## src/rtl/merlin_fifo_mp.sv

```systemverilog
// -----------------------------------------------------------------------------
// merlin_fifo_mp
// Multi-port FIFO for the RV32IC fetch buffer. Up to C_WR_MAX entries are
// pushed and up to C_RD_MAX entries popped per cycle. The oldest C_RD_MAX
// entries are presented as a parallel read window with per-lane valids.
//
// Ports
//   clk_i          rising-edge clock
//   reset_i        asynchronous reset, active-high
//   clk_en_i       clock enable; low holds all state (sticky flags included)
//   flush_i        synchronous discard of all contents
//   wr_cnt_i       number of entries to push this cycle
//   din_i          write lanes; lane 0 in LSBs, lane 0 is oldest
//   rd_cnt_i       number of entries to pop this cycle
//   dout_o         read window; lane k is the k-th oldest entry
//   valid_o        valid_o[k] = (level_o > k)
//   level_o        occupied entries
//   free_o         C_FIFO_DEPTH - level_o
//   empty_o        level_o == 0
//   full_o         level_o == C_FIFO_DEPTH
//   almost_full_o  free_o <= C_AF_THRESH
//   overflow_o     sticky: a push was rejected
//   underflow_o    sticky: a pop was rejected
//
// Transfer semantics: there is no valid/ready pair; the producer states how
// many entries it offers (wr_cnt_i) and the consumer how many it takes
// (rd_cnt_i). A request is accepted whole or not at all, judged only on the
// state before the edge: a push needs wr_cnt_i <= free_o, a pop needs
// rd_cnt_i <= level_o. A pop in the same cycle never makes room for a push,
// and a pushed entry becomes visible in the window one cycle after its edge.
// -----------------------------------------------------------------------------
module merlin_fifo_mp #(
  parameter int C_FIFO_WIDTH   = 16,
  parameter int C_FIFO_DEPTH_X = 3,
  parameter int C_WR_MAX       = 2,
  parameter int C_RD_MAX       = 2,
  parameter int C_AF_THRESH    = 2,
  localparam int C_FIFO_DEPTH  = 2**C_FIFO_DEPTH_X,
  localparam int C_CNT_W       = $clog2(((C_WR_MAX > C_RD_MAX) ? C_WR_MAX : C_RD_MAX) + 1)
) (
  input  logic                             clk_i,
  input  logic                             reset_i,
  input  logic                             clk_en_i,
  input  logic                             flush_i,
  input  logic [C_CNT_W-1:0]               wr_cnt_i,
  input  logic [C_WR_MAX*C_FIFO_WIDTH-1:0] din_i,
  input  logic [C_CNT_W-1:0]               rd_cnt_i,
  output logic [C_RD_MAX*C_FIFO_WIDTH-1:0] dout_o,
  output logic [C_RD_MAX-1:0]              valid_o,
  output logic [C_FIFO_DEPTH_X:0]          level_o,
  output logic [C_FIFO_DEPTH_X:0]          free_o,
  output logic                             empty_o,
  output logic                             full_o,
  output logic                             almost_full_o,
  output logic                             overflow_o,
  output logic                             underflow_o
);

  localparam int PW = C_FIFO_DEPTH_X + 1;               // pointer width incl. wrap bit
  localparam int AW = C_FIFO_DEPTH_X;                   // memory index width
  localparam int CW = (C_CNT_W > PW) ? C_CNT_W : PW;    // common compare width

  logic [C_FIFO_WIDTH-1:0] mem [C_FIFO_DEPTH];

  logic [PW-1:0] rd_ptr_q;
  logic [PW-1:0] wr_ptr_q;
  logic [PW-1:0] level;
  logic [PW-1:0] free;
  logic [CW-1:0] wr_cnt_x;
  logic [CW-1:0] rd_cnt_x;
  logic          wr_ok;
  logic          rd_ok;
  logic          step;
  logic [AW-1:0] wr_idx [C_WR_MAX];
  logic [AW-1:0] rd_idx [C_RD_MAX];

  // Occupancy comes from the wrap-bit pointer difference, so full and empty
  // are distinguishable without a separate counter.
  always_comb begin
    level    = wr_ptr_q - rd_ptr_q;
    free     = PW'(C_FIFO_DEPTH) - level;
    wr_cnt_x = CW'(wr_cnt_i);
    rd_cnt_x = CW'(rd_cnt_i);
    wr_ok    = (wr_cnt_x <= CW'(free));
    rd_ok    = (rd_cnt_x <= CW'(level));
    step     = clk_en_i && !flush_i;
  end

  // Lane indices wrap across the memory boundary via AW-bit truncation.
  always_comb begin
    for (int k = 0; k < C_WR_MAX; k++) begin
      wr_idx[k] = wr_ptr_q[AW-1:0] + AW'(k);
    end
    for (int k = 0; k < C_RD_MAX; k++) begin
      rd_idx[k] = rd_ptr_q[AW-1:0] + AW'(k);
    end
  end

  // Pointers and sticky flags.
  always_ff @(posedge clk_i or posedge reset_i) begin
    if (reset_i) begin
      rd_ptr_q    <= '0;
      wr_ptr_q    <= '0;
      overflow_o  <= 1'b0;
      underflow_o <= 1'b0;
    end else if (clk_en_i) begin
      if (flush_i) begin
        // Flush drops contents and any concurrent request; flags survive.
        rd_ptr_q <= '0;
        wr_ptr_q <= '0;
      end else begin
        if (wr_ok) begin
          wr_ptr_q <= wr_ptr_q + PW'(wr_cnt_i);
        end else begin
          overflow_o <= 1'b1;
        end
        if (rd_ok) begin
          rd_ptr_q <= rd_ptr_q + PW'(rd_cnt_i);
        end else begin
          underflow_o <= 1'b1;
        end
      end
    end
  end

  // Storage has no reset. A rejected or flushed push writes nothing, so
  // stale data can never be exposed through the window.
  always_ff @(posedge clk_i) begin
    if (!reset_i && step && wr_ok) begin
      for (int k = 0; k < C_WR_MAX; k++) begin
        if (CW'(k) < wr_cnt_x) begin
          mem[wr_idx[k]] <= din_i[k*C_FIFO_WIDTH +: C_FIFO_WIDTH];
        end
      end
    end
  end

  // Read window and status, combinational from registered state only.
  always_comb begin
    for (int k = 0; k < C_RD_MAX; k++) begin
      dout_o[k*C_FIFO_WIDTH +: C_FIFO_WIDTH] = mem[rd_idx[k]];
      valid_o[k] = (level > PW'(k));
    end
    level_o       = level;
    free_o        = free;
    empty_o       = (level == '0);
    full_o        = (level == PW'(C_FIFO_DEPTH));
    almost_full_o = (int'(free) <= C_AF_THRESH);
  end

`ifdef RV_ASSERTS_ON
  a_push_rejected: assert property (@(posedge clk_i) disable iff (reset_i)
    step |-> wr_ok)
    else $error("merlin_fifo_mp: push rejected");

  a_pop_rejected: assert property (@(posedge clk_i) disable iff (reset_i)
    step |-> rd_ok)
    else $error("merlin_fifo_mp: pop rejected");

  a_cnt_range: assert property (@(posedge clk_i) disable iff (reset_i)
    clk_en_i |-> ((int'(wr_cnt_i) <= C_WR_MAX) && (int'(rd_cnt_i) <= C_RD_MAX)))
    else $error("merlin_fifo_mp: lane count above maximum");
`endif

endmodule
```

## config.mk

```make
export PLATFORM = sky130hd
export DESIGN_NAME = merlin_fifo_mp
export DESIGN_NICKNAME = d
export VERILOG_FILES = /design/src/rtl/merlin_fifo_mp.sv
export SDC_FILE = /design/constraint.sdc
export NUM_CORES = 1
export LEC_CHECK = 0
export CORE_MARGIN = 2
export CORE_UTILIZATION = 49
export CTS_BUF_LIST = sky130_fd_sc_hd__clkbuf_4 sky130_fd_sc_hd__clkbuf_8 sky130_fd_sc_hd__clkbuf_16
export DETAILED_ROUTE_END_ITERATION = 10
export GPL_TIMING_DRIVEN = 0
export PLACE_DENSITY = 0.74
export SETUP_SLACK_MARGIN = 0.3
export SLEW_MARGIN = 20
export SYNTH_ARGS = -nofsm -noshare
export SYNTH_HDL_FRONTEND = slang
export SYNTH_SLANG_ARGS = --single-unit
```

## constraint.sdc

```tcl
create_clock -name clk_i -period 7.8 [get_ports clk_i]
set_clock_uncertainty 0.15 [all_clocks]
set_input_delay 1.56 -clock clk_i [delete_from_list [all_inputs] [get_ports clk_i]]
set_output_delay 1.56 -clock clk_i [all_outputs]
set_load 0.005 [all_outputs]
```

* Word-level counts from Yosys, hierarchy flattened
Memories as Yosys holds them, arrays and structs flattened.
Index checks and enable logic that the tools add are counted.
** Operators by class
- Equal/unequal tests :: 1
- Bitwise gates (word level) :: 3
- Reductions and logical operators :: 12
- $lt $le $gt $ge :: 7
- Add/sub/neg operators :: 6
- Multiplexer cells :: 10
** Operator list (count)
- two-way mux 4 bit :: 4
- adder 4 x 2 -> 4 bit :: 2
- greater-than comparator 4 x 1 -> 1 bit (second input constant) :: 2
- less-or-equal comparator 2 x 4 -> 1 bit :: 2
- adder 3 x 1 -> 3 bit (second input constant) :: 2
- two-way mux 1 bit :: 6
- AND reduction 3 bit :: 2
- equality test 4 bit (second input constant) :: 1
- less-or-equal comparator 4 x 2 -> 1 bit (second input constant) :: 1
- logical NOT 4 bit :: 1
- < comparator 1 x 2 -> 1 bit (first input constant) :: 2
- AND reduction 2 bit :: 2
- nonzero test 2 bit :: 2
- subtractor 4 bit :: 1
- subtractor 4 bit (first input constant) :: 1
- logical AND 1 bit :: 3
- NOT 1 bit :: 3
- logical NOT 1 bit :: 2
** Storage, ports and cells
- RAM bits :: 128
- Bits in registers :: 10
- Output and inout port bits :: 47
- Bits of input ports :: 40
- Memories kept :: 1
- Word-level logic and storage cells :: 44
** Memory list
- mem :: depth 8, width 16, read ports 2, clocked after Yosys merged registers in 0, wr ports 2, RTL line 63 : logic [C_FIFO_WIDTH-1:0] mem [C_FIFO_DEPTH];

* Depth between registers and ports, before layout
Gate-level depths: netlist of the first run.
- Word-level depth :: 6
- Gate-level depth with buffers :: 14
- Gate-level depth less buffers :: 11

* Worst setup path before layout of the first run
Ideal clock, no wire load.
- Path type :: register to register
- Start point :: register rd_ptr_q[1]
- End point :: memory mem[4][0], enable pin
- Buffers on the path :: 4
- Stages on the path, launching flop included :: 13
- Arrival :: 4.822 ns
- Clock period less this slack :: 5.408 ns
- Slack :: 2.392 ns
- Library setup time :: 0.436 ns
- Required time :: 7.214 ns
- Cell sequence :: dfrtp_1 clkbuf_1 clkbuf_1 inv_1 fa_1 ha_1 ha_1 a21oi_1 a211o_1 buf_6 buf_12 o21ai_1 o41ai_1
** RTL lines
- start: declaration :: RTL line 65 : logic [PW-1:0] rd_ptr_q;
- start signal: assignment :: RTL line 118 : rd_ptr_q <= rd_ptr_q + PW'(rd_cnt_i);
- end: declaration :: RTL line 63

* Worst setup path in the final report of the first run
- Start point :: register rd_ptr_q[1]
- End point :: output port almost_full_o
** Between the ends
- Cells in the longest elaborated chain, start to end :: 3
** RTL lines
- subtractor 4 bit :: RTL line 80 : level = wr_ptr_q - rd_ptr_q;
- subtractor 4 bit :: RTL line 81 : free = PW'(C_FIFO_DEPTH) - level;
- less-or-equal comparator 4 x 2 -> 1 bit :: RTL line 148 : almost_full_o = (int'(free) <= C_AF_THRESH);
- end: declaration :: RTL line 54 : output logic almost_full_o,
Every way passes these cells.

==> flow_summary.yaml, run 1 <==
status:
  outcome: "complete, no violations"
logic_synthesis:
  avgSynthCellArea_um2: 15.5
  synth_area_um2: 8720
  synth_edf_count: 128
  ys_seq_area_frac: 0.470
  ys_types: 48
  ys.warnings.count: 0
  synth_most_common_cell: "edfxtp_1"
  ys_top_cells_by_count: "edfxtp_1, mux2_2, mux4_2"
  synth_top_area_cell: "edfxtp_1"
  synth-async-reset-ratio: 0.0725
  ys_top_cells_by_area: "edfxtp_1, mux4_2, mux2_2"
  synth-seq-cells: 138
  synth_nets: 621
  synthCells: 562
  synth_ff_type: "edfxtp_1"
  synth_top_area_share: 0.441
clock_tree:
  clkTransAtPathRegs_ps: 60
  root_buffer: "clkbuf_16"
  numCtsBuffers: 17
  htreeDepth: 4
  clk_latency_ps: 430
  clk_path_buf_depth: 2
  cts_tree: "yes"
  cts_hold_buf: 0
  cts_sinks: 138
  postCtsSetupBuffers: 0
  ctsResizeCount: 0
layout:
  fin_cells: 924
  drive_gt1_frac: 0.419
  regArea_um2: 4090
  nFillCells: 1269
  multi_input_area_um2: 4390
  diodes: 0
  syn_to_final_growth_pct: 21.6
  utilization: 0.610
  final_cell_area_um2: 10600
  nNetsFinal: 745
grt:
  gr-usage-all-layers: 0.267
  antenna_found_initial: 0
  grt_max_degree: 17
  grt_overflow: 0
  grt_pass1_wl_um: 35700
  grt_pass1_vias: 6227
worst_setup_path:
  start_kind: "flop"
  cp_max_fo: 10
  path_class: "flop to output port"
  crit_required_ps: 6090
  critical_path_arrival_ps: 4390
  endpoint_kind: "output port"
place:
  post-place-ws_ps: 2170
  place_inst: 892
  place_area_um2: 10000
  port-buffer-count: 85
  hpwlAfterDp_um: 16400
  gp_congestion: 0.811
route:
  post_drt_wl_per_cell_um: 26.0
  wl_um: 24000
  vias: 5844
  dr.pass1.iters: 5
  drcViolationCount: 0
  ant_nets: 0
  drt_iter0_markers: 561
  viasPerCell: 6.32
sta:
  grt_setup_unrepaired: "no"
  period_minus_slack_ps: 6100
  hold_viol: 0
  setup_viol: 0
  tns_ps: 0
  whs_ps: 324
  tightest_slew_ps: 1040
  slew_headroom: 0.304
  slew_violations: 0
  clock.fmax_ghz: 0.164
  fin_ws_ps: 1700
  period_share: 0.782
run:
  drv_cap: 0
power:
  p_leak_nw: 3.84
  power_density_nw_per_um2: 375
  irDropWorstVdd_v: 0.000252
  p_total_mw: 3.97
floorplanning:
  io-pin-count: 87
  core_area_um2: 17400
  die_area_um2: 18900
  die_x_um: 137
  die_h_um: 137
  std_cell_rows: 48
  start_util: 0.502
min_path:
  hold_path_class: "flop to flop"
## sequential cells by signal (all words and copies together) (netlist names)
| register | count |
|---|---|
| overflow_o | 1 |
| underflow_o | 1 |
| mem | 128 |
| wr_ptr_q | 4 |
| rd_ptr_q | 4 |
## kinds of logic after synthesis
family | Yosys count | share of synthesized area
AO/OA/AOI/OAI | 47 | 0.0464
XOR/XNOR | 6 | 0.00976
adder cells (fa/ha/maj) | 19 | 0.0299
buffers and inverters | 51 | 0.0347
flip-flops | 138 | 0.470
multiplexers | 208 | 0.363
AND/OR/NAND/NOR | 93 | 0.0465
## layout by cell type (no fill, tap or decap), types with 6 or more instances in the layout
cell	n
nor3_1	6
o21ai_4	9
clkdlybuf4s50_1	85
clkbuf_16	17
ha_1	16
dfrtp_1	10
nand2_1	58
mux2_2	116
nor2_1	14
o41ai_2	6
buf_4	10
clkbuf_1	11
buf_2	17
edfxtp_1	128
nand2b_1	6
buf_1	6
mux2_4	27
mux4_2	64
inv_1	15
## path summary, 6_finish.rpt
check	from	slack, ps	to	depth (start not counted)
worst max-delay path	rd_ptr_q[1]	1700	almost_full_o	11
worst min register to register	overflow_o	320	overflow_o	1
max in group asynchronous	reset_i	5880	overflow_o	2
min in group asynchronous	reset_i	1330	wr_ptr_q[1]	2
worst max register to register	rd_ptr_q[1]	2250	mem[7][13]	13
worst min-delay path	overflow_o	320	overflow_o	1
## where the power goes
group,switching (mW),internal [mW]
Combinational,1.14,1.13
Clock,0.314,0.468
Sequential,0.0444,0.880
## layout make-up
cell class,count,area share
inverters,16,0.00567
clock inverters,14,0.0124
plain buffers,35,0.0234
flip-flops and latches,138,0.386
clock buffers,18,0.0409
repair buffers,105,0.0907
well taps,225,0.0266
multi-input cells,373,0.414
## worst max-delay path, cell delays in order (launching register included)
cell and delay [ps]:
dfrtp_1 430, clkbuf_1 400, clkbuf_1 630, inv_1 200
fa_1 530, xor2_4 240, nor3_1 170, xnor3_1 230
buf_4 210, buf_4 200, nor3_1 180, clkdlybuf4s50_1 520
## layer usage
layer  global-route usage  share of wire  wire, um  vias up
met1                0.335           0.39      9430     3018
met4                0.120          0.034       811        0
met5                    0              0         0        -
met3               0.0567          0.067      1610       57
met2                0.447           0.51     12100      265
li1                     -              -         -     2504
No activity file was read; power rests on OpenSTA's default activity.
==> inputs of run 2 (changes only) <==
--- a/config.mk
+++ b/config.mk
@@ -10,7 +10,7 @@
 export CTS_BUF_LIST = sky130_fd_sc_hd__clkbuf_4 sky130_fd_sc_hd__clkbuf_8 sky130_fd_sc_hd__clkbuf_16
 export DETAILED_ROUTE_END_ITERATION = 10
 export GPL_TIMING_DRIVEN = 0
-export PLACE_DENSITY = 0.74
+export PLACE_DENSITY = 0.77
 export SETUP_SLACK_MARGIN = 0.3
 export SLEW_MARGIN = 20
 export SYNTH_ARGS = -nofsm -noshare
==> constraint.sdc (replaced) <==
create_clock -name clk_i -period 5.22 [get_ports clk_i]
set_clock_uncertainty 0.15 [all_clocks]
set_input_delay 1.044 -clock clk_i [delete_from_list [all_inputs] [get_ports clk_i]]
set_output_delay 1.044 -clock clk_i [all_outputs]
set_load 0.005 [all_outputs]
==> flow_summary.yaml, run 2 (synthesis results as in run 1) <==
worst_setup_path:
  reg2reg_depth: 14
  path_class: "flop to flop"
  crit_buf_inv: 7
  reg2reg_slack_ps: 420
  rr_endpoint: "mem[2][8]"
  start_kind: "flop"
  crit_required_ps: 5190
  crit_slowest_cell: "o41ai_2"
  r2r-start: "rd_ptr_q[1]"
  cp_max_fo: 10
  slowest_delay_ps: 770
  critical_path_arrival_ps: 4770
  endpoint_kind: "flop"
  crit_family: "buffers and inverters"
  cp_cell_sequence: "clkbuf_8, clkbuf_8, inv_1, fa_2, ha_1, ha_1, a21oi_1, a211o_1, buf_6, buf_12, o21ai_1, o41ai_2, buf_2, buf_2"
grt:
  grt_pass1_vias: 6001
  grt_overflow: 0
  grt_pass1_wl_um: 35400
  grt_max_degree: 17
  antenna_found_initial: 0
  gr-usage-all-layers: 0.261
power:
  comb_power_share: 0.562
  internal_power_mw: 3.88
  power_density_nw_per_um2: 570
  p_seq_frac: 0.226
  irDropWorstVdd_v: 0.000364
  p_switching_mw: 2.25
  p_leak_nw: 3.93
  clockPowerShare: 0.212
  p_sw_frac: 0.367
layout:
  largest_register_ffs: 128
  nNetsFinal: 746
  utilization: 0.619
  drive_gt1_frac: 0.436
  fin_cells: 923
  final_cell_area_um2: 10700
  syn_to_final_growth_pct: 23.3
  layout_commonest_cell: "edfxtp_1"
  diodes: 0
  final_cell_mix: "edfxtp_1, mux2_2, clkdlybuf4s50_1"
place:
  place_area_um2: 10000
  port-buffer-count: 85
  gp_congestion: 0.811
  place_inst: 893
  hpwlAfterDp_um: 16100
  post-place-ws_ps: -357
route:
  vias: 5914
  maxUsedRoutingLayer: "met4"
  drt_iter0_markers: 587
  dr.pass1.iters: 5
  viasPerCell: 6.41
  drcViolationCount: 0
  m1WireLength_um: 9390
  met3_length_um: 1850
  ant_nets: 0
  post_drt_wl_per_cell_um: 25.5
  wl_um: 23500
  route.met2.wl_um: 11600
sta:
  period_minus_slack_ps: 4800
  period_share: 0.919
  fin_ws_ps: 424
  whs_ps: 324
  slew_headroom: 0.323
  tightest_slew_ps: 1020
  grt_setup_unrepaired: "yes"
  setup_viol: 0
  hold_viol: 0
  slew_violations: 0
  clock.fmax_ghz: 0.209
min_path:
  min_to: "underflow_o"
  hold_path_class: "flop to flop"
  hold_path_startpoint: "underflow_o"
  holdPathStages: 1
clock_tree:
  clk_path_buf_depth: 2
  htreeDepth: 4
  numCtsBuffers: 17
  cts_sinks: 138
  clkTransAtPathRegs_ps: 60
  root_buffer: "clkbuf_16"
  clk_latency_ps: 420
  cts_tree: "yes"
floorplanning:
  std_cell_rows: 48
  core_area_um2: 17400
  die_x_um: 137
  die_h_um: 137
  start_util: 0.502
  io-pin-count: 87
  die_area_um2: 18900
run:
  drv_cap: 0
status:
  outcome: "complete, no violations"
run 2: changes by cell type in the layout (fill, tap and decap cells not counted), moves of 3 or more:
cell,change
buf_2,-5
buf_4,+4
clkinvlp_4,-3
clkbuf_1,-4
bufinv_16,+3
run 2: timing repair:
| item | 4_1_cts | 5_1_grt |
|---|---|---|
| setup buffers | 0 | 0 |
| endpoints found under the setup margin | 167 | 34 |
| pin swaps | 0 | 0 |
| gates resized for setup | 18 | 7 |
| hold buffers | 0 | 0 |
run 2: worst max-delay path by stage:
stage                           start         end  slack, ps  cells past startpoint
after floorplan           rd_ptr_q[1]   mem[4][0]       -190                     12
after global placement    rd_ptr_q[1]   mem[7][8]      -2740                     12
after detailed placement  rd_ptr_q[1]  mem[3][10]       -360                     14
after CTS                 rd_ptr_q[0]  dout_o[19]        300                      6
after global routing      wr_ptr_q[0]  mem[2][11]        210                     15
final                     rd_ptr_q[1]   mem[2][8]        420                     14
run 2: stage by stage:
step           power [mW]  TNS [ps]
2_1_floorplan        3.42    -18050
3_3_place_gp         4.65   -294280
3_5_place_dp         4.75    -11040
4_1_cts              6.08         0
5_1_grt              6.41         0
6_report             6.13         0
run 2: layer usage:
metal | up-vias | track usage
met5 | - | 0
met4 | 0 | 0.0842
met3 | 75 | 0.0578
met2 | 323 | 0.435
met1 | 3015 | 0.343
li1 | 2501 | -
run 2: power by group through the flow:
stage | combinational, mW | sequential [mW] | clock (mW)
2_1_floorplan | 2.04 | 1.38 | 0
3_3_place_gp | 3.25 | 1.40 | 0
3_5_place_dp | 3.35 | 1.40 | 0
4_1_cts | 3.40 | 1.38 | 1.30
5_1_grt | 3.67 | 1.39 | 1.35
6_report | 3.44 | 1.38 | 1.30
run 2: worst reg2reg max path: cells and delay by family (launching register included):
family | cells | cell delay [ps]
flops | 1 | 430
compound gates | 4 | 1360
buf+inv | 7 | 1370
fa+ha+maj | 3 | 1190
run 2: layout make-up:
type / count / area [um^2]
Inverter: 16 / 63.8
Clock buffer: 17 / 425
Fill cell: 1231 / 6610
Multi-Input combinational cell: 373 / 4400
Tap cell: 225 / 282
Clock inverter: 13 / 201
Sequential cell: 138 / 4100
Timing Repair Buffer: 106 / 996
Buffer: 35 / 283
